--- src/rtl/uart_pkg.sv ---
// uart_pkg: shared types and constants for the UART receive path.
// Contents: frame data width, serial idle level, receiver FSM state enum,
// and an even-parity helper.
// Optional feature macro: UART_RX_PARITY_EN (adds the PARITY state).
package uart_pkg;

  localparam int unsigned DATA_BITS  = 8;
  localparam logic        IDLE_LEVEL = 1'b1;

  typedef enum logic [2:0] {
    IDLE,
    START,
    DATA,
`ifdef UART_RX_PARITY_EN
    PARITY,
`endif
    STOP,
    WAIT_HIGH
  } uart_rx_state_t;

  // Even parity of a data word: 1 when the word has an odd number of ones.
  function automatic logic even_parity(input logic [DATA_BITS-1:0] d);
    return ^d;
  endfunction

endpackage

--- src/rtl/sync2.sv ---
// sync2: two-flop synchronizer for a single asynchronous input.
// Ports:
//   clk - system clock
//   rst - synchronous active-high reset (flops load IDLE_LEVEL)
//   d   - asynchronous input
//   q   - synchronized output
module sync2
  import uart_pkg::*;
(
  input  logic clk,
  input  logic rst,
  input  logic d,
  output logic q
);

  logic meta;

  // Reset to the idle level so a reset never looks like a start bit.
  always_ff @(posedge clk) begin
    if (rst) begin
      meta <= IDLE_LEVEL;
      q    <= IDLE_LEVEL;
    end else begin
      meta <= d;
      q    <= meta;
    end
  end

endmodule

--- src/rtl/uart_rx.sv ---
// uart_rx: 8N1 UART receiver (8E1 when UART_RX_PARITY_EN is defined).
// Parameters:
//   CLKS_PER_BIT - clock cycles per serial bit (>= 4)
// Ports:
//   clk        - system clock, rising edge
//   Rst        - synchronous active-high reset
//   Rx         - asynchronous serial line, idles high
//   Rx_byte    - last correctly received byte, held between frames
//   ready      - one-cycle pulse when Rx_byte is updated
//   frame_err  - one-cycle pulse when the stop bit is sampled low
//   parity_err - one-cycle pulse on parity mismatch (0 without parity)
// Optional feature macro: UART_RX_PARITY_EN.
module uart_rx
  import uart_pkg::*;
#(
  parameter int unsigned CLKS_PER_BIT = 1250
) (
  input  logic                 clk,
  input  logic                 Rst,
  input  logic                 Rx,
  output logic [DATA_BITS-1:0] Rx_byte,
  output logic                 ready,
  output logic                 frame_err,
  output logic                 parity_err
);

  localparam int unsigned CW = $clog2(CLKS_PER_BIT);
  localparam logic [CW-1:0] HALF_LAST = CW'(CLKS_PER_BIT / 2 - 1);
  localparam logic [CW-1:0] FULL_LAST = CW'(CLKS_PER_BIT - 1);
  localparam logic [2:0]    LAST_BIT  = 3'(DATA_BITS - 1);

  logic rx_s;

  uart_rx_state_t       state, state_n;
  logic [CW-1:0]        baud_cnt, baud_cnt_n;
  logic [2:0]           bit_cnt, bit_cnt_n;
  logic [DATA_BITS-1:0] shift, shift_n;
  logic [DATA_BITS-1:0] byte_n;
  logic                 ready_n, frame_err_n;
  logic [1:0]           settle, settle_n;
  logic                 armed, armed_n;
`ifdef UART_RX_PARITY_EN
  logic                 par_bad, par_bad_n;
  logic                 parity_err_n;
`endif

  sync2 u_sync (
    .clk (clk),
    .rst (Rst),
    .d   (Rx),
    .q   (rx_s)
  );

  // State and output registers.
  always_ff @(posedge clk) begin
    if (Rst) begin
      state     <= IDLE;
      baud_cnt  <= '0;
      bit_cnt   <= '0;
      shift     <= '0;
      Rx_byte   <= '0;
      ready     <= 1'b0;
      frame_err <= 1'b0;
      settle    <= '0;
      armed     <= 1'b0;
`ifdef UART_RX_PARITY_EN
      par_bad    <= 1'b0;
      parity_err <= 1'b0;
`endif
    end else begin
      state     <= state_n;
      baud_cnt  <= baud_cnt_n;
      bit_cnt   <= bit_cnt_n;
      shift     <= shift_n;
      Rx_byte   <= byte_n;
      ready     <= ready_n;
      frame_err <= frame_err_n;
      settle    <= settle_n;
      armed     <= armed_n;
`ifdef UART_RX_PARITY_EN
      par_bad    <= par_bad_n;
      parity_err <= parity_err_n;
`endif
    end
  end

`ifndef UART_RX_PARITY_EN
  assign parity_err = 1'b0;
`endif

  // Next-state and output logic.
  always_comb begin
    state_n     = state;
    baud_cnt_n  = baud_cnt;
    bit_cnt_n   = bit_cnt;
    shift_n     = shift;
    byte_n      = Rx_byte;
    ready_n     = 1'b0;
    frame_err_n = 1'b0;
`ifdef UART_RX_PARITY_EN
    par_bad_n    = par_bad;
    parity_err_n = 1'b0;
`endif

    // After reset the synchronizer holds its reset value for two cycles;
    // only arm once a genuine high level has come through, so a line that
    // was mid-frame at reset is not mistaken for a new start bit.
    settle_n = (settle == 2'd2) ? settle : settle + 2'd1;
    armed_n  = armed | ((settle == 2'd2) && (rx_s == IDLE_LEVEL));

    case (state)
      IDLE: begin
        baud_cnt_n = '0;
        if (armed && (rx_s != IDLE_LEVEL)) begin
          bit_cnt_n = '0;
          state_n   = START;
        end
      end

      START: begin
        if (baud_cnt == HALF_LAST) begin
          baud_cnt_n = '0;
          state_n    = (rx_s != IDLE_LEVEL) ? DATA : IDLE;
        end else begin
          baud_cnt_n = baud_cnt + CW'(1);
        end
      end

      DATA: begin
        if (baud_cnt == FULL_LAST) begin
          baud_cnt_n = '0;
          shift_n    = {rx_s, shift[DATA_BITS-1:1]};
          bit_cnt_n  = bit_cnt + 3'd1;
          if (bit_cnt == LAST_BIT) begin
`ifdef UART_RX_PARITY_EN
            state_n = PARITY;
`else
            state_n = STOP;
`endif
          end
        end else begin
          baud_cnt_n = baud_cnt + CW'(1);
        end
      end

`ifdef UART_RX_PARITY_EN
      PARITY: begin
        if (baud_cnt == FULL_LAST) begin
          baud_cnt_n = '0;
          par_bad_n  = (rx_s != even_parity(shift));
          state_n    = STOP;
        end else begin
          baud_cnt_n = baud_cnt + CW'(1);
        end
      end
`endif

      STOP: begin
        if (baud_cnt == FULL_LAST) begin
          baud_cnt_n = '0;
          if (rx_s == IDLE_LEVEL) begin
            state_n = IDLE;
`ifdef UART_RX_PARITY_EN
            if (par_bad) begin
              parity_err_n = 1'b1;
            end else begin
              byte_n  = shift;
              ready_n = 1'b1;
            end
`else
            byte_n  = shift;
            ready_n = 1'b1;
`endif
          end else begin
            frame_err_n = 1'b1;
            state_n     = WAIT_HIGH;
          end
        end else begin
          baud_cnt_n = baud_cnt + CW'(1);
        end
      end

      WAIT_HIGH: begin
        baud_cnt_n = '0;
        if (rx_s == IDLE_LEVEL) begin
          state_n = IDLE;
        end
      end

      default: begin
        state_n    = IDLE;
        baud_cnt_n = '0;
      end
    endcase
  end

endmodule

--- config.mk ---
export PLATFORM = sky130hd
export DESIGN_NAME = uart_rx
export DESIGN_NICKNAME = d
export VERILOG_FILES = /design/src/rtl/uart_pkg.sv /design/src/rtl/sync2.sv /design/src/rtl/uart_rx.sv
export SDC_FILE = /design/constraint.sdc
export NUM_CORES = 1
export LEC_CHECK = 0
export CAP_MARGIN = 20
export CORE_MARGIN = 3
export CORE_UTILIZATION = 56
export DETAILED_ROUTE_END_ITERATION = 7
export PLACE_DENSITY = 0.77
export SYNTH_ARGS = -nofsm -noshare
export SYNTH_HDL_FRONTEND = slang
export SYNTH_SLANG_ARGS = --single-unit
--- constraint.sdc ---
create_clock -name clk -period 2.2 [get_ports clk]
set_input_delay 0.44 -clock clk [delete_from_list [all_inputs] [get_ports clk]]
set_output_delay 0.44 -clock clk [all_outputs]
set_load 0.01 [all_outputs]
==> results of run 1 <==
==> layer usage <==
layer	vias to the layer above	routed length (um)	track usage [%]
li1	663	-	-
met1	593	1493	22.41
met2	19	1399	28.36
met3	7	91	5.405
met4	0	82	7.459
met5	-	0	0
==> state kept, by name, indices dropped and copies added, names as in the netlist <==
register,flops
Rx_byte,8
armed,1
baud_cnt,11
bit_cnt,3
frame_err,1
ready,1
settle,2
shift,8
state,3
u_sync.meta,1
u_sync.q,1
==> worst max-delay path by stage <==
| stage | depth (start not counted) | from | endpoint |
|---|---|---|---|
| 2_1_floorplan | 5 | baud_cnt[2]$_SDFF_PP0_ | state[0]$_SDFFE_PP0P_ |
| 3_5_place_dp | 4 | baud_cnt[2]$_SDFF_PP0_ | state[0]$_SDFFE_PP0P_ |
| 5_1_grt | 5 | baud_cnt[0]$_SDFF_PP0_ | state[0]$_SDFFE_PP0P_ |
| 6_report | 4 | baud_cnt[2]$_SDFF_PP0_ | state[0]$_SDFFE_PP0P_ |
| 3_3_place_gp | 4 | baud_cnt[2]$_SDFF_PP0_ | state[0]$_SDFFE_PP0P_ |
| 4_1_cts | 4 | baud_cnt[2]$_SDFF_PP0_ | state[0]$_SDFFE_PP0P_ |
==> Yosys cell counts, drive strengths merged <==
cell type	number	area, um^2
nand4	7	43.79
clkbuf	5	18.77
nor3	2	10.01
nor4b	1	8.760
nand4b	2	17.52
a22o	1	8.760
and4	1	8.760
nand3b	4	30.03
a31o	1	8.760
dfxtp	40	800.8
a21boi	1	7.510
ha	6	75.07
nor2b	1	6.260
or4	1	7.510
or2	2	12.51
o21ai	2	10.01
xor2	6	52.55
inv	5	18.77
conb	1	3.750
nand3	3	15.01
o311a	1	21.27
nand2	3	11.26
nand2b	2	12.51
or3	2	12.51
o221ai	1	8.760
o211ai	1	7.510
o31a	1	8.760
mux2i	17	170.2
buf	6	36.29
nor4	4	46.29
nor3b	1	7.510
and3	1	6.260
o311ai	1	8.760
xnor2	4	35.03
a21oi	8	40.04
or3b	3	26.28
nor2	37	138.9
==> power by group through the flow <==
stage	logic [mW]	clock network (mW)	registers, mW
global placement	0.0840	0	0.782
finish	0.0898	0.396	0.767
global route	0.106	0.446	0.770
floorplan	0.0780	0	0.777
CTS	0.0921	0.408	0.767
detailed placement	0.0914	0	0.783
==> critical path: stages (launching register included) <==
cell and delay (ns):
dfxtp_1 0.36, or3_1 0.51, o311a_4 0.43, or4_1 0.47, a21oi_1 0.14
==> through the flow <==
step | power (mW) | setup WS, ns | instances | utilization (%)
floorplan | 0.8554 | 0.3392 | 185 | -
global placement | 0.8661 | 0.2909 | 233 | 66.68
detailed placement | 0.8747 | 0.2696 | 233 | 66.68
CTS | 1.267 | 0.2395 | 241 | 68.99
global route | 1.322 | 0.1395 | 241 | 68.99
finish | 1.252 | 0.2283 | 241 | 68.99
==> logic make-up after synthesis <==
kind of cell | Yosys count | synth area share, %
multiplexers | 17 | 9.652
XOR/XNOR | 10 | 4.968
flip-flops | 40 | 45.42
other | 1 | 0.2127
AND/OR/NAND/NOR | 77 | 23.92
adder cells (fa/ha/maj) | 6 | 4.258
buffers and inverters | 16 | 4.188
AO/OA/AOI/OAI | 18 | 7.382
==> cell type report <==
class / count / area [um^2]
fill: 228 / 892.1
timing repair buffer: 17 / 157.7
inverter: 5 / 18.77
clock buffer: 6 / 51.30
sequential: 40 / 800.8
multi-input combinational: 129 / 888.4
tap: 42 / 52.55
clock inverter: 2 / 15.01
==> flow_metrics.env, run 1 <==
export IMPL_start_util_pct=61.29
export IMPL_setup_viol=0
export IMPL_crit_type="flop to flop"
export IMPL_power_density_nw_per_um2=631.1
export IMPL_die_area_um2=3858
export IMPL_seq_power_share_pct=61.2
export IMPL_vdd_ir_drop_max_uv=408.6
export IMPL_drive_gt1_share_pct=10.05
export IMPL_via_per_inst=5.320
export IMPL_h_tree_depth=2
export IMPL_synthDistinctLibCells=43
export IMPL_final_hold_viol_count=0
export IMPL_rsz0062_at_grt="no"
export IMPL_fin_setup_tns_ns=0
export IMPL_dpl_cell_area_um2=1918
export IMPL_combPwrFrac_pct=7.2
export IMPL_dp_hpwl_um=2124
export IMPL_grt_usage_pct=17.80
export IMPL_maxSlewHeadroom_pct=57.36
export IMPL_antenna_found_initial=0
export IMPL_synth_area_per_cell_um2=9.529
export IMPL_coreArea_um2=2877
export IMPL_min_path_type="flop to flop"
export IMPL_cts_buffers=5
export IMPL_pin_count=14
export IMPL_drt_wl_total_um=3066
export IMPL_cp_max_fo=6
export IMPL_clock_path_buffers=2
export IMPL_post_drt_wl_per_cell_um=12.72
export IMPL_rrSetupSlack_ns=0.23
export IMPL_dr_total_vias=1282
export IMPL_syn_nets=194
export IMPL_power_switching_share_pct=24.44
export IMPL_synthesis_area_um2=1763
export IMPL_numClockSinks=40
export IMPL_die_y_um=62.11
export IMPL_drt_pass1_iter_count=4
export IMPL_final_area_um2=1984
export IMPL_rows=19
export IMPL_cts_tree="built"
export IMPL_synth_seq_cells=40
export IMPL_fin_crit_sh_pct=89.62
export IMPL_cp_required_ns=2.49
export IMPL_postRouteAntennaNets=0
export IMPL_start_kind="flop"
export IMPL_fin_nets=207
export IMPL_max_freq_mhz=507.2
export IMPL_layout_common_cells="40 x dfxtp_1, 37 x nor2_1, 17 x mux2i_1"
export IMPL_clockPowerShare_pct=31.6
export IMPL_grt_overflow_total=0
export IMPL_drtIter0Drc=42
export IMPL_gp_congestion=0.8257
export IMPL_min_from="u_sync.meta$_SDFF_PP1_"
export IMPL_whs_ns=0.4253
export IMPL_drc_errors=0
export IMPL_slew_violations=0
export IMPL_grt_start_max_net_pins=25
export IMPL_leakage_nw=0.6461
export IMPL_cts_root_buf="clkbuf_4"
export IMPL_hold_path_end="u_sync.q$_SDFF_PP1_"
export IMPL_fin_crit_ns=1.972
export IMPL_syn_inst=185
export IMPL_clk_latency_ns=0.36
export IMPL_r2r_cells=4
export IMPL_yosysSeqAreaShare_pct=45.42
export IMPL_end_kind="flop"
export IMPL_r2r_end="state[0]$_SDFFE_PP0P_"
export IMPL_cts_resized=0
export IMPL_p_sw_mw=0.3060
export IMPL_post_cts_buffers=0
export IMPL_status="finished clean"
export IMPL_hold_buffers=0
export IMPL_grt_pass1_wl_um=5547
export IMPL_worst_pin_slew_ns=0.6316
export IMPL_dieWidth_um=62.11
export IMPL_path_clk_slew_ns=0.13
export IMPL_drv_cap=0
export IMPL_intPower_mw=0.9462
export IMPL_syn2layout_area_growth_pct=12.56
export IMPL_yosys_warnings=0
export IMPL_grt_pass1_vias=1222
export IMPL_worstHoldPathCells=1
export IMPL_portBuffers=12
export IMPL_layout_cells_most_common="dfxtp_1"
export IMPL_skew_ns=0.01824
export IMPL_worstReg2RegStart="baud_cnt[2]$_SDFF_PP0_"
export IMPL_insertedDiodeCount=0
export IMPL_critPathArrivalTime_ns=2.26
(Power assumes the default switching activity.)
==> run 2, diff against run 1 <==
--- a/config.mk
+++ b/config.mk
@@ -10,6 +10,7 @@
 export CORE_UTILIZATION = 56
 export DETAILED_ROUTE_END_ITERATION = 7
 export PLACE_DENSITY = 0.77
+export SLEW_MARGIN = 20
 export SYNTH_ARGS = -nofsm -noshare
 export SYNTH_HDL_FRONTEND = slang
 export SYNTH_SLANG_ARGS = --single-unit
==> results of run 2 <==
No change in the layout: final DEF, timing and power equal those of run 1.
